## config.mk

```make
export PLATFORM = sky130hd
export DESIGN_NAME = hazard_ctrl
export DESIGN_NICKNAME = d
export VERILOG_FILES = /design/src/rtl/hazard_ctrl.sv
export SDC_FILE = /design/constraint.sdc
export NUM_CORES = 1
export LEC_CHECK = 0
export CAP_MARGIN = 0
export CORE_MARGIN = 3
export CORE_UTILIZATION = 35
export DETAILED_ROUTE_END_ITERATION = 8
export GPL_TIMING_DRIVEN = 0
export HOLD_SLACK_MARGIN = 0.15
export PLACE_DENSITY_LB_ADDON = 0.1
export REMOVE_ABC_BUFFERS = 1
export SYNTH_ARGS = -nofsm -noshare
export SYNTH_HDL_FRONTEND = slang
export SYNTH_SLANG_ARGS = --single-unit
```

## constraint.sdc

```tcl
create_clock -name clk -period 5 [get_ports clk]
set_input_delay 0.75 -clock clk [delete_from_list [all_inputs] [get_ports clk]]
set_output_delay 0.75 -clock clk [all_outputs]
set_load 0.1 [all_outputs]
```

## src/rtl/hazard_ctrl.sv

```systemverilog
// Pipeline hazard controller: load-use stall, EXE jump flush and shared-RAM freeze.
// Optional stall/flush statistics counters are enabled by defining HAZARD_STAT_EN.
module hazard_ctrl #(
  parameter int unsigned MEM_WAIT_CYC = 3
) (
  input  logic        clk,
  input  logic        rst,
  input  logic [3:0]  id_rreg1,
  input  logic [3:0]  id_rreg2,
  input  logic [3:0]  ex_wreg,
  input  logic [1:0]  ex_controlmem,
  input  logic        ex_jump_taken,
  input  logic        mem_ram_req,
  output logic        pc_keep,
  output logic        ifid_keep,
  output logic        ifid_clear,
  output logic        idexe_keep,
  output logic        idexe_clear,
  output logic        exemem_keep,
  output logic        ctrl_state,
  output logic [15:0] stall_cnt,
  output logic [15:0] flush_cnt
);

  localparam logic [3:0] CntInit = 4'(MEM_WAIT_CYC - 2);

  typedef enum logic {StRun = 1'b0, StMemWait = 1'b1} state_e;

  state_e     r_state;
  logic [3:0] r_cnt;
  logic       w_luse;

  assign w_luse = (ex_controlmem == 2'b01) && (ex_wreg != 4'b1111) &&
                  ((ex_wreg == id_rreg1) || (ex_wreg == id_rreg2));

  assign ctrl_state = r_state;

  always_comb begin
    pc_keep     = 1'b0;
    ifid_keep   = 1'b0;
    ifid_clear  = 1'b0;
    idexe_keep  = 1'b0;
    idexe_clear = 1'b0;
    exemem_keep = 1'b0;
    if (!rst) begin
      pc_keep     = 1'b1;
      ifid_clear  = 1'b1;
      idexe_clear = 1'b1;
    end else begin
      unique case (r_state)
        StRun: begin
          if (mem_ram_req) begin
            pc_keep     = 1'b1;
            ifid_keep   = 1'b1;
            idexe_keep  = 1'b1;
            exemem_keep = 1'b1;
          end else if (ex_jump_taken) begin
            ifid_clear  = 1'b1;
            idexe_clear = 1'b1;
          end else if (w_luse) begin
            pc_keep     = 1'b1;
            ifid_keep   = 1'b1;
            idexe_clear = 1'b1;
          end
        end
        StMemWait: begin
          if (r_cnt != 4'd0) begin
            pc_keep     = 1'b1;
            ifid_keep   = 1'b1;
            idexe_keep  = 1'b1;
            exemem_keep = 1'b1;
          end else if (ex_jump_taken) begin
            ifid_clear  = 1'b1;
            idexe_clear = 1'b1;
          end else if (w_luse) begin
            pc_keep     = 1'b1;
            ifid_keep   = 1'b1;
            idexe_clear = 1'b1;
          end else begin
            // IF lost the RAM this cycle, so a fetch bubble goes into IF/ID.
            pc_keep    = 1'b1;
            ifid_clear = 1'b1;
          end
        end
        default: ;
      endcase
    end
  end

  always_ff @(posedge clk or negedge rst) begin
    if (!rst) begin
      r_state <= StRun;
      r_cnt   <= 4'd0;
    end else begin
      unique case (r_state)
        StRun: begin
          if (mem_ram_req) begin
            r_cnt   <= CntInit;
            r_state <= StMemWait;
          end
        end
        StMemWait: begin
          if (r_cnt != 4'd0) begin
            r_cnt <= r_cnt - 4'd1;
          end else begin
            r_state <= StRun;
          end
        end
        default: r_state <= StRun;
      endcase
    end
  end

`ifdef HAZARD_STAT_EN
  logic        w_any_keep;
  logic        w_flush;
  logic [15:0] r_stall_cnt;
  logic [15:0] r_flush_cnt;

  assign w_any_keep = pc_keep | ifid_keep | idexe_keep | exemem_keep;
  assign w_flush    = ex_jump_taken &&
                      (((r_state == StRun) && !mem_ram_req) ||
                       ((r_state == StMemWait) && (r_cnt == 4'd0)));

  // Both counters saturate rather than wrap.
  always_ff @(posedge clk or negedge rst) begin
    if (!rst) begin
      r_stall_cnt <= 16'h0000;
      r_flush_cnt <= 16'h0000;
    end else begin
      if (w_any_keep && (r_stall_cnt != 16'hFFFF)) begin
        r_stall_cnt <= r_stall_cnt + 16'd1;
      end
      if (w_flush && (r_flush_cnt != 16'hFFFF)) begin
        r_flush_cnt <= r_flush_cnt + 16'd1;
      end
    end
  end

  assign stall_cnt = r_stall_cnt;
  assign flush_cnt = r_flush_cnt;
`else
  assign stall_cnt = 16'h0000;
  assign flush_cnt = 16'h0000;
`endif

endmodule

```

==> run_summary.xml <==
<?xml version="1.0" encoding="UTF-8"?>
<metrics>
  <group name="run_status">
    <metric name="status" unit="">completed</metric>
  </group>
  <group name="cts">
    <metric name="cts_tree" unit="">built</metric>
    <metric name="tritoncts_num_sinks" unit="">5</metric>
    <metric name="tritoncts.num_buffers" unit="">3</metric>
    <metric name="ctsHtreeMaxLevel" unit="">1</metric>
    <metric name="post_cts.repair.setup_buffers" unit="">0</metric>
    <metric name="cts.reportedPaths.clkPinSlew" unit="ns">0.05</metric>
    <metric name="clock_tree.buffer_depth" unit="">2</metric>
    <metric name="clkLatencyLatePin" unit="ns">0.24</metric>
    <metric name="clock_tree.root_cell" unit="">clkbuf_4</metric>
    <metric name="holdBufCountCts" unit="">0</metric>
    <metric name="cts_resized" unit="">0</metric>
  </group>
  <group name="hold_path">
    <metric name="worst_hold_startpoint" unit="">r_cnt[0]</metric>
    <metric name="hp-class" unit="">reg -&gt; reg</metric>
  </group>
  <group name="synth">
    <metric name="synthTopCellsByArea" unit="">buf_4 (34%), dfrtp_1 (17%), xor2_1 (9.5%), ha_1 (3.4%), nor4_2 (3.4%)</metric>
    <metric name="yosys.area.top_type" unit="">buf_4</metric>
    <metric name="post-synth-top-area-fraction" unit="%">33.7</metric>
    <metric name="post_synth.cell_area_avg" unit="µm²">8.27</metric>
    <metric name="yosys_warnings" unit="">0</metric>
    <metric name="synthesis.area" unit="µm²">736</metric>
    <metric name="synth.yosys.seq_area_share" unit="%">17.0</metric>
    <metric name="async_reset_ff_share" unit="%">100</metric>
    <metric name="synth_enable_flop_cells" unit="">0</metric>
    <metric name="postSynthCellCount" unit="">89</metric>
    <metric name="yosys.cell_types.count" unit="">29</metric>
    <metric name="synthFlopType" unit="">dfrtp_1</metric>
    <metric name="ys_seq_elements" unit="">5</metric>
  </group>
  <group name="grt">
    <metric name="grt_first_pass_wirelength" unit="mm">2.18</metric>
    <metric name="grt_antenna_before_repair" unit="">0</metric>
    <metric name="groute.usage.overall" unit="%">11.1</metric>
    <metric name="number_of_global_route_vias_before_repair" unit="">537</metric>
    <metric name="maximum_number_of_pins_on_one_net_before_global_route_repair" unit="">12</metric>
    <metric name="grt_remaining_overflow" unit="">0</metric>
  </group>
  <group name="layout">
    <metric name="fin_util" unit="%">48.3</metric>
    <metric name="most_common_library_cell_in_the_layout_ignoring_fill_and_taps" unit="">conb_1</metric>
    <metric name="mostFrequentLayoutCells" unit="">conb_1 (32), clkdlybuf4s50_1 (24), xor2_1 (8)</metric>
    <metric name="number_of_nets_in_the_finished_design" unit="">135</metric>
    <metric name="filler_free_cell_count_of_the_finished_design" unit="">139</metric>
    <metric name="final_area" unit="µm²">897</metric>
    <metric name="drive_above_1_share" unit="%">8.77</metric>
    <metric name="antenna_cells" unit="">0</metric>
    <metric name="flow.area_growth_from_synthesis" unit="%">21.9</metric>
  </group>
  <group name="drt">
    <metric name="drc_errors" unit="">0</metric>
    <metric name="routed_wirelength" unit="mm">1.39</metric>
    <metric name="first_pass_iters" unit="">1</metric>
    <metric name="avgViaCountPerCell" unit="">4.09</metric>
    <metric name="route.detailed.wl_per_inst" unit="µm">9.99</metric>
    <metric name="vias" unit="">569</metric>
    <metric name="drt_iter0_drc" unit="">0</metric>
    <metric name="ant_nets" unit="">0</metric>
  </group>
  <group name="worst_setup_path">
    <metric name="setup.worst_path.start_class" unit="">input pin</metric>
    <metric name="rr_startpoint" unit="">r_cnt[0]</metric>
    <metric name="cp_data_required_time" unit="ns">4.25</metric>
    <metric name="worstSetupEndpointType" unit="">output pin</metric>
    <metric name="cp_data_arrival_time" unit="ns">3.29</metric>
    <metric name="timing.critical_path.from" unit="">ex_wreg[1]</metric>
    <metric name="worstSetupPathType" unit="">in -&gt; out</metric>
    <metric name="crit_fanout" unit="">3</metric>
  </group>
  <group name="placed_design">
    <metric name="post_dp_cell_area" unit="µm²">871</metric>
    <metric name="port_buffers" unit="">24</metric>
    <metric name="dpl.hpwl" unit="mm">1.21</metric>
    <metric name="finalWeightedCongestion" unit="">0.690</metric>
    <metric name="dp.cells" unit="">135</metric>
    <metric name="dp_slack" unit="ns">0.958</metric>
  </group>
  <group name="timing">
    <metric name="tightest_slew" unit="ns">1.00</metric>
    <metric name="timing_hold_violations_final" unit="">0</metric>
    <metric name="timing.setup.tns" unit="ns">0</metric>
    <metric name="finalSetupViolCount" unit="">0</metric>
    <metric name="finalWorstSetupSlack" unit="ns">0.961</metric>
    <metric name="final.setup_skew" unit="ns">0.00643</metric>
    <metric name="grt_setup_unrepaired" unit="">no</metric>
    <metric name="fin_crit" unit="ns">4.04</metric>
    <metric name="total_count_of_max_transition_violations_in_the_final_report" unit="">0</metric>
    <metric name="max_fclk" unit="GHz">0.248</metric>
    <metric name="min_period_over_period" unit="%">80.8</metric>
    <metric name="final.hold.worst_slack" unit="ns">0.503</metric>
    <metric name="slew_headroom" unit="%">33.0</metric>
  </group>
  <group name="floorplanning">
    <metric name="rows" unit="">15</metric>
    <metric name="dieHeight" unit="µm">51.8</metric>
    <metric name="initial_utilization" unit="%">39.6</metric>
    <metric name="area_of_the_die" unit="µm²">2690</metric>
    <metric name="core-area" unit="µm²">1860</metric>
    <metric name="die_w" unit="µm">51.8</metric>
    <metric name="ioPinCount" unit="">57</metric>
  </group>
  <group name="power_and_ir_drop">
    <metric name="p_per_area" unit="nW/µm²">562</metric>
    <metric name="power.total" unit="mW">0.504</metric>
    <metric name="vdd.ir_drop.worst" unit="µV">301</metric>
    <metric name="power_leakage" unit="nW">0.412</metric>
  </group>
  <group name="job">
    <metric name="max-cap-violations" unit="">0</metric>
  </group>
</metrics>
worst max-delay path, cell delays in order:
cell and delay (ns):
clkdlybuf4s50_1 0.47, xor2_1 0.20, nor4_2 0.34, nor2_1 0.09, o311ai_2 0.26, clkdlybuf4s50_1 1.18
final cells by class:
type / instances / area, µm²
inverter: 3 / 11.3
timing repair buffer: 24 / 240
tap: 25 / 31.3
multi-input combinational: 78 / 463
sequential: 5 / 125
clock buffer: 4 / 26.3
fill: 197 / 961
routing by layer:
layer | vias to the layer above | track usage, % | wire [µm] | share of wire, %
li1 | 281 | - | - | -
met1 | 244 | 13.8 | 564 | 41
met2 | 44 | 15.3 | 586 | 42
met3 | 0 | 6.02 | 237 | 17
met4 | 0 | 5.24 | 0 | 0
met5 | - | 0 | 0 | 0
Yosys cell counts (2+ instances only):
cell type and number:
inv_1 3, xor2_1 8, nor2b_1 2, nor2_1 4, ha_1 2, o21ai_0 4, nor3_1 2, nand2_1 6
dfrtp_1 5, buf_4 33, nor4_2 2
report_power, final:
group | switching [mW] | total, mW | internal [mW]
sequential | 0.0242 | 0.0839 | 0.0598
clock | 0.0169 | 0.0471 | 0.0302
combinational | 0.281 | 0.373 | 0.0919
total | 0.322 | 0.504 | 0.182
state kept, by name (all words and copies together), names as in the netlist:
register    cells
r_cnt           4
ctrl_state      1
worst paths after layout:
kind,to,slack (ns),cells past startpoint
min reg2reg,r_cnt[0],0.50,1
min,r_cnt[0],0.50,1
max reg2reg,r_cnt[0],3.53,7
max in group asynchronous,r_cnt[1],3.88,1
min in group asynchronous,r_cnt[2],0.81,1
max,idexe_clear,0.96,6
kinds of logic after synthesis:
logic type / Yosys count / share of synthesized area, %
AOI/OAI and AO/OA: 12 / 11.6
xor gates and xnor gates: 8 / 9.52
adders and majority gates: 2 / 3.40
buffers and inverters: 37 / 35.9
DFF: 5 / 17.0
muxes: 1 / 1.53
other: 1 / 0.510
and+or+nand+nor: 23 / 20.6
No activity file was read; power rests on OpenSTA's default activity.
